## config.mk

```make
export PLATFORM = sky130hd
export DESIGN_NAME = note_sequencer
export DESIGN_NICKNAME = d
export VERILOG_FILES = /design/src/rtl/note_seq_pkg.sv /design/src/rtl/sample_tick_gen.sv /design/src/rtl/note_sequencer.sv
export SDC_FILE = /design/constraint.sdc
export NUM_CORES = 1
export LEC_CHECK = 0
export ABC_AREA = 1
export CORE_MARGIN = 4
export CORE_UTILIZATION = 30
export DETAILED_ROUTE_END_ITERATION = 16
export PLACE_DENSITY = 0.55
export SLEW_MARGIN = 10
export SYNTH_ARGS = -nofsm -noshare
export SYNTH_HDL_FRONTEND = slang
export SYNTH_HIERARCHICAL = 1
export SYNTH_SLANG_ARGS = --single-unit
```

## constraint.sdc

```tcl
create_clock -name Clk -period 2.49 [get_ports Clk]
set_input_delay 0.747 -clock Clk [delete_from_list [all_inputs] [get_ports Clk]]
set_output_delay 0.747 -clock Clk [all_outputs]
set_load 0.02 [all_outputs]
```

## src/rtl/note_seq_pkg.sv

```systemverilog
// Shared types and constants for the note sequencer: FSM state encoding,
// the fixed 16-entry note ROM and the default sample-tick divider.
package note_seq_pkg;

   typedef enum logic [2:0] {
      ST_IDLE,
      ST_LOAD,
      ST_PLAY,
      ST_GAP,
      ST_DONE
   } seq_state_e;

   localparam logic [7:0] REST_CODE          = 8'h00;
   localparam int         DEFAULT_SAMPLE_DIV = 1134;
   localparam int         ROM_DEPTH          = 16;

   // Entry 1 is deliberately a rest so the timed-silence path is exercised.
   localparam logic [7:0] NOTE_ROM [ROM_DEPTH] = '{
      8'h3C, 8'h00, 8'h40, 8'h43, 8'h48, 8'h00, 8'h47, 8'h43,
      8'h45, 8'h41, 8'h00, 8'h3E, 8'h40, 8'h3C, 8'h00, 8'h3C
   };

   function automatic logic is_rest(input logic [7:0] code);
      return code == REST_CODE;
   endfunction

endpackage

```

## src/rtl/sample_tick_gen.sv

```systemverilog
// Sample-rate divider: while enabled, counts 0..DIV-1 and flags the last
// count as a one-cycle tick; held at zero whenever disabled.
module sample_tick_gen #(
   parameter int DIV = 1134
) (
   input  logic Clk,
   input  logic Reset_n,
   input  logic en,
   output logic tick
);

   localparam int            CW   = (DIV > 1) ? $clog2(DIV) : 1;
   localparam logic [CW-1:0] LAST = CW'(DIV - 1);

   logic [CW-1:0] div_cnt;

   always_ff @(posedge Clk or negedge Reset_n) begin
      if (!Reset_n) begin
         div_cnt <= '0;
      end else if (!en || div_cnt == LAST) begin
         div_cnt <= '0;
      end else begin
         div_cnt <= div_cnt + 1'b1;
      end
   end

   // en is a decode of the sequencer state register, so tick has no input path.
   assign tick = en && (div_cnt == LAST);

endmodule

```

## src/rtl/note_sequencer.sv

```systemverilog
// Steps through NOTE_ROM, timing each note with an external duration counter
// fed by sample ticks, with a one-cycle articulation gap between notes.
//
//   state | meaning
//   IDLE  | waiting for start
//   LOAD  | one cycle: latch ROM code, pulse note_change to clear the counter
//   PLAY  | issue sample ticks until count_done
//   GAP   | one silent cycle, then next note, loop, or finish
//   DONE  | one cycle: pulse seq_done, then IDLE
module note_sequencer
   import note_seq_pkg::*;
#(
   parameter int SAMPLE_DIV = DEFAULT_SAMPLE_DIV,
   parameter int SEQ_LEN    = 16,
   parameter bit LOOP_EN    = 1'b0
) (
   input  logic       Clk,
   input  logic       Reset_n,
   input  logic       start,
   input  logic       stop,
   input  logic       count_done,
   output logic       count_inc,
   output logic       note_change,
   output logic [7:0] note_code,
   output logic [3:0] note_idx,
   output logic       note_gate,
   output logic       busy,
   output logic       seq_done
);

   localparam logic [3:0] LAST_IDX = 4'(SEQ_LEN - 1);

   seq_state_e state;
   seq_state_e state_nxt;
   logic [3:0] idx_nxt;
   logic [7:0] code_nxt;
   logic       play_en;

   always_comb begin
      state_nxt = state;
      idx_nxt   = note_idx;
      code_nxt  = note_code;
      if (stop) begin
         state_nxt = ST_IDLE;
      end else begin
         case (state)
            ST_IDLE: begin
               if (start) begin
                  state_nxt = ST_LOAD;
                  idx_nxt   = '0;
               end
            end
            ST_LOAD: begin
               state_nxt = ST_PLAY;
               code_nxt  = NOTE_ROM[note_idx];
            end
            ST_PLAY: begin
               if (count_done) begin
                  state_nxt = ST_GAP;
               end
            end
            ST_GAP: begin
               if (note_idx < LAST_IDX) begin
                  state_nxt = ST_LOAD;
                  idx_nxt   = note_idx + 4'd1;
               end else if (LOOP_EN) begin
                  state_nxt = ST_LOAD;
                  idx_nxt   = '0;
               end else begin
                  state_nxt = ST_DONE;
               end
            end
            ST_DONE: state_nxt = ST_IDLE;
            default: state_nxt = ST_IDLE;
         endcase
      end
   end

   // Outputs are registered from the next state so they line up with state.
   always_ff @(posedge Clk or negedge Reset_n) begin
      if (!Reset_n) begin
         state       <= ST_IDLE;
         note_idx    <= '0;
         note_code   <= REST_CODE;
         note_change <= 1'b0;
         note_gate   <= 1'b0;
         busy        <= 1'b0;
         seq_done    <= 1'b0;
      end else begin
         state       <= state_nxt;
         note_idx    <= idx_nxt;
         note_code   <= code_nxt;
         note_change <= (state_nxt == ST_LOAD);
         note_gate   <= (state_nxt == ST_PLAY) && !is_rest(code_nxt);
         busy        <= (state_nxt != ST_IDLE);
         seq_done    <= (state_nxt == ST_DONE);
      end
   end

   assign play_en = (state == ST_PLAY);

   sample_tick_gen #(
      .DIV (SAMPLE_DIV)
   ) u_tick (
      .Clk     (Clk),
      .Reset_n (Reset_n),
      .en      (play_en),
      .tick    (count_inc)
   );

endmodule

```

==> impl_metrics.tcl <==
set metrics [dict create \
    status "complete, no violations" \
    vias 1313 \
    row_count 27 \
    die_w_um 82.9 \
    yosysMostFrequentCell "nand2_1" \
    synthTopCellsByCount "61 x nand2_1, 30 x dfrtp_1, 30 x inv_1" \
    ys_top_cells_by_area "dfrtp_1 45%, nand2_1 14%, inv_1 6.7%" \
    ff2ff_path_depth 9 \
    core-area_mm2 0.00547 \
    dieArea_mm2 0.00687 \
    gp_congestion 0.774 \
    clockBufferDepth 2 \
    htreeDepth 2 \
    grt_start_max_net_pins 31 \
    synth.distinct_cells 25 \
    rsz0062_at_grt "no" \
    grt_first_pass_wirelength_um 5940 \
    drtPass1Iterations 4 \
    ys_async_sr_fraction_pct 100 \
    fin_tns_setup_ns 0 \
    min_period_ns 2.32 \
    antenna_found_initial 0 \
    clock_latency_ns 0.28 \
    path_depth 7 \
    hpwl_um 2450 \
    nNetsFinal 247 \
    synthCells 208 \
    drive_gt1_share_pct 12.7 \
    port_buffers 21 \
    drt_wl_total_um 3250 \
    slew_headroom_pct 74.2 \
    worst_slack_ns 0.172 \
    hold_path_depth 2 \
    slowest_stage "dfrtp_1" \
    synth_top_area_cell "dfrtp_1" \
    area_growth_pct 22.5 \
    yosysSeqAreaShare_pct 44.6 \
    ios 22 \
    cts.sinks 30 \
    final-setup-viol-count 0 \
    fmax_mhz 431 \
    finalMaxSlewViolations 0 \
    crit_chain "inv_1 -> ha_1 -> nand2_1 -> nor2_1 -> nand4_1 -> nor2_1 -> dlygate4sd2_1" \
    placed_cells 300 \
    cpLargestDelayFamily "flip-flops" \
    syn_area_mm2 0.00168 \
    design_area_mm2 0.00206 \
    synth-edff-count 0 \
    grtUsageTotal_pct 10.6 \
    fin_cells 308 \
    die_height_um 82.9 \
    numCtsBuffers 5 \
    n_antenna_cell 0 \
    start_kind "register" \
    synth_fp_nets 220 \
    root_buffer "clkbuf_8" \
    cts_tree "done" \
    wl_per_cell_um 10.5 \
    fin_total_pwr_mw 1.36 \
    critical_path_class "register to output pin" \
    worstPathArrival_ns 1.57 \
    p_per_area_mw_per_mm2 662 \
    grt.overflow.total 0 \
    ant_nets 0 \
    post-route-period-util_pct 93.1 \
    slowest_delay_ns 0.40 \
    cts_resized 1 \
    tightest_slew_ns 0.387 \
    cp.buffers_inverters 2 \
    syn_avg_cell_area_um2 8.09 \
    hold_viol_final 0 \
    drv_cap 0 \
    crit_path_end_kind "output pin" \
    clk_pin_slew_ns 0.06 \
    leakagePower_nw 1.01 \
    post_dp_cell_area_mm2 0.00197 \
    grt_pass1_vias 1362 \
    vdd.ir_drop.worst_v 0.000390 \
    hold_path_class "register to register" \
    route.detailed.drc 0 \
    crit_path_frequent_cell "nor2_1" \
    start_util_pct 30.7 \
    worstPathRequired_ns 1.74 \
    cp_max_fo 3 \
    yosysTopAreaCellShare_pct 44.6 \
    clock_skew_ns 0.00474 \
    synth_seq_cells 30 \
    drt-initial-drc-count 31 \
    via_per_inst 4.26 \
    post-place-ws_ns 0.180 \
    ys_warn_count 6 \
    postCtsSetupBuffers 0 \
    hold_buffers 0 \
    synthFlopType "dfrtp_1" \
]
-- per-layer routing --
layer | share of wire, % | GRT usage, % | up-vias
met1 | 46 | 12.4 | 596
met4 | 0.89 | 2.67 | 0
met5 | 0 | 0 | -
met3 | 5.6 | 4.66 | 5
met2 | 47 | 17.8 | 21
li1 | - | - | 691
-- through the flow --
stage               hold WS, ns  utilization (%)
finish                    0.509             37.7
global route              0.555             37.7
CTS                       0.516             37.7
detailed placement        0.501             36.0
global placement          0.497             36.0
floorplan                 0.451                -
-- cell families after synthesis --
family | share of synthesized area [%]
fa+ha+maj | 5.20
simple gates | 33.2
flops | 44.6
compound gates | 3.05
mux | 0.595
xor+xnor | 3.12
buf+inv | 10.3
-- cell type report --
type,count,area [um^2]
clock buffer,7,86.3
inverter,36,145
tap,72,90.1
sequential,30,751
clock inverter,1,5.00
multi-input combinational,139,759
fill,578,3410
timing repair buffer,23,224
-- final timing paths --
kind | start | to | slack [ns]
min in group asynchronous | Reset_n | u_tick/div_cnt[7] | 0.86
setup / recovery | u_tick/div_cnt[1] | count_inc | 0.17
max in group asynchronous | Reset_n | state[1] | 1.35
hold reg to reg | note_code[4] | note_code[4] | 0.51
hold / removal | note_code[4] | note_code[4] | 0.51
setup reg to reg | note_idx[1] | note_gate | 0.91
-- report_power, final --
part	internal (mW)	total (mW)	switching, mW
clock	0.223	0.406	0.183
combinational	0.161	0.374	0.213
sequential	0.547	0.583	0.0360
-- cell usage in the layout, fill, tap and decap left out, drive strengths merged, types with 2 or more instances in the layout --
master,count
o21ai,5
buf,2
nand4,3
clkbuf,7
xor2,3
nand2,66
dfrtp,30
nor2,27
a21oi,2
xnor2,3
inv,35
ha,7
nand3,18
o22ai,2
clkinv,2
clkdlybuf4s50,20
nor3,2
-- worst min-delay path: cells and delay by family, from the launching register on --
kind / cells / cell delay [ns]
simple gates: 2 / 0.11
flops: 1 / 0.37
-- state kept, by name, indices dropped and copies added, names as in the netlist --
signal,cells
seq_done,1
state,3
u_tick/div_cnt,11
note_idx,4
note_change,1
busy,1
note_code,8
note_gate,1
(Power assumes the default switching activity.)
